[src/rtl/rom_scan_pkg.sv]
// Shared types and constants for the ROM scan controller and its checksum accumulator.
package rom_scan_pkg;

    typedef enum logic [1:0] {
        ST_IDLE = 2'd0,
        ST_RUN  = 2'd1,
        ST_DONE = 2'd2
    } state_t;

    localparam logic [7:0] MOD255 = 8'd255;

    // (a + b) mod 255 for a < 255: a 9-bit sum never exceeds 509, so one subtract suffices.
    function automatic logic [7:0] mod255_add(input logic [7:0] a, input logic [7:0] b);
        logic [8:0] s;
        s = {1'b0, a} + {1'b0, b};
        if (s >= {1'b0, MOD255})
            s = s - {1'b0, MOD255};
        return s[7:0];
    endfunction

endpackage

[src/rtl/fletcher16_acc.sv]
// Fletcher-16 running sums over a byte stream; clear has priority over enable.
module fletcher16_acc
    import rom_scan_pkg::*;
(
    input  logic       clk,
    input  logic       rst,
    input  logic       enable,
    input  logic       clear,
    input  logic [7:0] data_in,
    output logic [7:0] sum1,
    output logic [7:0] sum2
);

    logic [7:0] sum1_next;
    logic [7:0] sum2_next;

    // sum2 folds in the freshly updated sum1, not the old one.
    assign sum1_next = mod255_add(sum1, data_in);
    assign sum2_next = mod255_add(sum2, sum1_next);

    always_ff @(posedge clk) begin
        if (rst || clear) begin
            sum1 <= 8'd0;
            sum2 <= 8'd0;
        end else if (enable) begin
            sum1 <= sum1_next;
            sum2 <= sum2_next;
        end
    end

endmodule

[src/rtl/rom_scan_ctrl.sv]
// Streams a contiguous (wrapping) range of a combinational 256x8 ROM out over a
// valid/ready port, with optional Fletcher-16 over the bytes the consumer accepts.
module rom_scan_ctrl
    import rom_scan_pkg::*;
#(
    parameter bit SUM_EN = 1'b1
) (
    input  logic        clk,
    input  logic        rst,
    input  logic        start,
    input  logic [7:0]  start_addr,
    input  logic [7:0]  len_m1,
    input  logic        abort,
    output logic [7:0]  rom_addr,
    input  logic [7:0]  rom_data,
    output logic        out_valid,
    input  logic        out_ready,
    output logic [7:0]  out_data,
    output logic        out_last,
    output logic        busy,
    output logic        done,
    output logic [15:0] checksum
);

    state_t     state;
    state_t     state_next;
    logic [7:0] addr;
    logic [7:0] cnt;

    logic load;
    logic fetch;
    logic drop_valid;
    logic sum_en;

    always_ff @(posedge clk) begin
        if (rst)
            state <= ST_IDLE;
        else
            state <= state_next;
    end

    always_comb begin
        state_next = state;
        load       = 1'b0;
        fetch      = 1'b0;
        drop_valid = 1'b0;
        sum_en     = 1'b0;
        case (state)
            ST_IDLE: begin
                if (start) begin
                    load       = 1'b1;
                    state_next = ST_RUN;
                end
            end
            ST_RUN: begin
                if (abort) begin
                    // Abort wins over any handshake in the same cycle.
                    drop_valid = 1'b1;
                    state_next = ST_IDLE;
                end else begin
                    sum_en = out_valid && out_ready;
                    // Once the last byte is held, only its handshake may follow.
                    fetch  = !out_valid || (out_ready && !out_last);
                    if (out_valid && out_ready && out_last) begin
                        drop_valid = 1'b1;
                        state_next = ST_DONE;
                    end
                end
            end
            ST_DONE: begin
                state_next = ST_IDLE;
            end
            default: begin
                state_next = ST_IDLE;
            end
        endcase
    end

    always_ff @(posedge clk) begin
        if (rst) begin
            addr      <= 8'd0;
            cnt       <= 8'd0;
            out_valid <= 1'b0;
            out_last  <= 1'b0;
            out_data  <= 8'd0;
        end else begin
            if (load) begin
                addr <= start_addr;
                cnt  <= len_m1;
            end
            if (drop_valid) begin
                out_valid <= 1'b0;
                out_last  <= 1'b0;
            end else if (fetch) begin
                out_data  <= rom_data;
                out_valid <= 1'b1;
                out_last  <= (cnt == 8'd0);
                // Address and count freeze on the final byte so rom_addr stays put.
                if (cnt != 8'd0) begin
                    addr <= addr + 8'd1;
                    cnt  <= cnt - 8'd1;
                end
            end
        end
    end

    assign rom_addr = addr;
    assign busy     = (state != ST_IDLE);
    assign done     = (state == ST_DONE);

    generate
        if (SUM_EN) begin : g_sum
            logic [7:0] sum1;
            logic [7:0] sum2;

            fletcher16_acc u_acc (
                .clk     (clk),
                .rst     (rst),
                .enable  (sum_en),
                .clear   (load),
                .data_in (out_data),
                .sum1    (sum1),
                .sum2    (sum2)
            );

            assign checksum = {sum2, sum1};
        end else begin : g_nosum
            assign checksum = 16'd0;
        end
    endgenerate

endmodule

[config.mk]
export PLATFORM = sky130hd
export DESIGN_NAME = rom_scan_ctrl
export DESIGN_NICKNAME = d
export VERILOG_FILES = /design/src/rtl/rom_scan_pkg.sv /design/src/rtl/fletcher16_acc.sv /design/src/rtl/rom_scan_ctrl.sv
export SDC_FILE = /design/constraint.sdc
export NUM_CORES = 1
export LEC_CHECK = 0
export BUFFER_PORTS_ARGS = -buffer_cell sky130_fd_sc_hd__buf_4
export CORE_MARGIN = 2
export CORE_UTILIZATION = 42
export CTS_BUF_LIST = sky130_fd_sc_hd__clkbuf_4 sky130_fd_sc_hd__clkbuf_8
export CTS_CLUSTER_DIAMETER = 30
export DETAILED_ROUTE_END_ITERATION = 8
export PLACE_DENSITY_LB_ADDON = 0.08
export SLEW_MARGIN = 25
export SYNTH_ARGS = -nofsm -noshare
export SYNTH_HDL_FRONTEND = slang
export SYNTH_SLANG_ARGS = --single-unit
[constraint.sdc]
create_clock -name clk -period 5.7 [get_ports clk]
set_input_delay 0.855 -clock clk [delete_from_list [all_inputs] [get_ports clk]]
set_output_delay 0.855 -clock clk [all_outputs]
set_load 0.01 [all_outputs]
==> results.cfg <==
[setup_path]
crit_path_max_incr_delay_ns = 0.42
path_cells = ha_1 > fa_1 > a21oi_2 > o21bai_2 > xor2_1 > and4_4 > a41oi_4 > mux2i_1 > inv_1 > ha_1 > a211o_1 > and2_1 > nor3_2 > o211a_1 > a41o_2 > nand3_1 > a32o_1
cp-start-kind = flip-flop
cp_common_cell = ha_1
crit_required_ns = 5.90
r2r-start = out_data[0]
path_max_fanout = 6
critPathSlowestCell = fa_1
arrival_ns = 4.84
reg2reg_to = g_sum.u_acc.sum2[5]
r2r_setup_slack_ns = 1.06
worstSetupPathType = flip-flop to flip-flop
ff2ff_path_depth = 17
endpoint_kind = flip-flop

[sta]
clock.fmax_ghz = 0.216
fin_skew_ns = 0.00915
period_share = 0.813
final_max_slew_viol_count = 0
finalSetupViolCount = 0
finalSetupTns_ns = 0
min_period_ns = 4.64
hold_viol = 0
worst_pin_slew_ns = 0.695
slew_headroom = 0.532
fin_hold_ws_ns = 0.480
rsz0062_at_grt = no

[die]
dieArea_um2 = 7890
start_util = 0.440
rows = 30
num_io_pins = 65
die_y_um = 88.8
coreArea_um2 = 6870
die_w_um = 88.8

[min_path]
hold_path_depth = 2
hp-start = cnt[5]
holdPathEnd = cnt[5]
hold_class = flip-flop to flip-flop

[route]
vias = 2916
vias_per_cell = 5.62
drtPass1Iterations = 4
drc_errors = 0
wl_per_cell_um = 15.1
wl_mm = 7.85
final_antenna_net_count = 0
first_iter_violations = 107

[clock_tree]
post_cts_buffers = 0
clk_path_buf_depth = 2
cts_tree = yes
clockRootBuffer = clkbuf_8
holdBufCountCts = 0
cts_max_level = 2
path_clk_slew_ns = 0.09
cts_resized = 0
clock_latency_ns = 0.30
cts_sinks = 44
numCtsBuffers = 5

[synthesis]
syn_area_um2 = 3020
netlist_instances = 359
synthArstFlopShare = 0
synth-edff-count = 0
yosysTopAreaCell = dfxtp_1
synth-compound-area-share = 0.271
synth-xor-area-share = 0.0447
synth-main-ff-cell = dfxtp_1
synthMuxAreaShare = 0.0435
ys_types = 70
synthTopCellsByArea = dfxtp_1, ha_1, nor2_1, a21oi_1, mux2i_1
yosysWarningCount = 0
synth_top_family_by_area = compound AO/OA/AOI/OAI gates
synth_seq_cells = 44
synth-simple-area-share = 0.217
avgSynthCellArea_um2 = 8.42
synth_fa_ha_area_frac = 0.100
ys_seq_area_frac = 0.292
synth_top_area_frac = 0.292
syn_nets = 411

[power]
p_total_uw = 662
p_leak_uw = 0.00164
ir_drop_mv = 0.105
cellPowerDensity_nw_per_um2 = 179

[global_route]
grt_max_degree = 31
track_usage = 0.205
grt_overflow = 0
grt_pass1_wl_mm = 12.9
antenna_found_initial = 0
grt_pass1_vias = 2710

[final_layout]
num-fill-cells = 678
area_delta_synth_final_pct = 22.2
insertedDiodeCount = 0
final_util = 0.537
drive_above_1_share = 0.236
nets = 475
layout_commonest_cell = buf_4
layout_common_cells = buf_4, dfxtp_1, nor2_1, a21oi_1, o21ai_0

[flow_run]
cap_viol_max_count = 0

[place]
dp_hpwl_mm = 6.00
gp_congestion = 0.938
io_buffers = 64

[run_status]
status = finished, final reports clean
==> how the worst max path moves through the flow <==
| stage | startpoint | end | cells after the start |
|---|---|---|---|
| 2_1_floorplan | out_data[0] | g_sum.u_acc.sum2[5] | 17 |
| 3_3_place_gp | out_data[0] | g_sum.u_acc.sum2[5] | 17 |
| 3_5_place_dp | out_data[0] | g_sum.u_acc.sum2[5] | 17 |
| 4_1_cts | out_data[0] | g_sum.u_acc.sum2[5] | 17 |
| 5_1_grt | out_data[0] | g_sum.u_acc.sum2[4] | 17 |
| 6_report | out_data[0] | g_sum.u_acc.sum2[5] | 17 |
==> report_power, final <==
part           internal (uW)  switching, uW
sequential               320           13.2
clock                   83.3            116
combinational           59.5           70.3
==> flip-flops by register name, indices dropped and copies added (netlist names) <==
name,flops
cnt,8
g_sum.u_acc.sum1,8
g_sum.u_acc.sum2,8
out_data,8
out_last,1
out_valid,1
rom_addr,8
state,2
==> cells in the mapped netlist (2+ instances only) <==
cell,instances
or4_1,2
o21a_1,4
xor2_1,5
a31o_2,2
a22o_1,2
nor2_1,41
nand2_1,18
o21ai_0,24
a32o_1,3
nor4_1,3
mux2i_1,12
o21ba_2,4
a31oi_1,4
a211o_1,2
and3_1,7
nor2b_1,4
o21ai_1,2
a21oi_1,25
nand2b_1,8
a221oi_1,9
dfxtp_1,44
or2_2,2
ha_1,21
nor3b_1,5
clkbuf_1,7
a21o_1,2
o211ai_1,4
nor3_1,10
inv_1,15
and2_1,4
or3_1,2
buf_2,2
and2_0,2
xnor2_2,3
a211oi_1,5
nand3_1,13
fa_1,2
xnor2_1,3
==> through the flow <==
stage          std cells  cell area, um^2  setup slack [ns]
2_1_floorplan        359             3020              1.49
3_3_place_gp         512             3610              1.11
3_5_place_dp         512             3610              1.06
4_1_cts              519             3690              1.05
5_1_grt              519             3690             0.677
6_report             519             3690              1.06
==> final cells by class <==
cell class | instances | area, um^2 | share of cell area
Clock buffer | 5 | 68.8 | 0.0186
Clock inverter | 2 | 12.5 | 0.00339
Inverter | 15 | 56.3 | 0.0153
Multi-Input combinational cell | 290 | 2050 | 0.555
Sequential cell | 44 | 881 | 0.239
Tap cell | 96 | 120 | 0.0325
Timing Repair Buffer | 67 | 503 | 0.136
==> cell families after synthesis <==
kind of cell,count (synthesis)
AO/OA/AOI/OAI,113
XOR/XNOR,12
adder cells (fa/ha/maj),23
buffers and inverters,25
flip-flops,44
multiplexers,13
AND/OR/NAND/NOR,129
==> layer usage <==
layer / track usage / share of wire / up-vias
met3: 0.0448 / 0.048 / 8
met1: 0.287 / 0.50 / 1364
li1: - / - / 1470
met5: 0 / 0 / -
met4: 0.0413 / 0.0073 / 0
met2: 0.327 / 0.45 / 74
==> critical path, delay by kind of cell, from the launching register on <==
family                     cells  cell delay (ns)
muxes                          1             0.36
buffers and inverters          1             0.08
and+or+nand+nor                4             0.99
DFF                            1             0.33
adders and majority gates      3             0.92
AOI/OAI and AO/OA              7             1.55
xor gates and xnor gates       1             0.31
(Power assumes the default switching activity.)
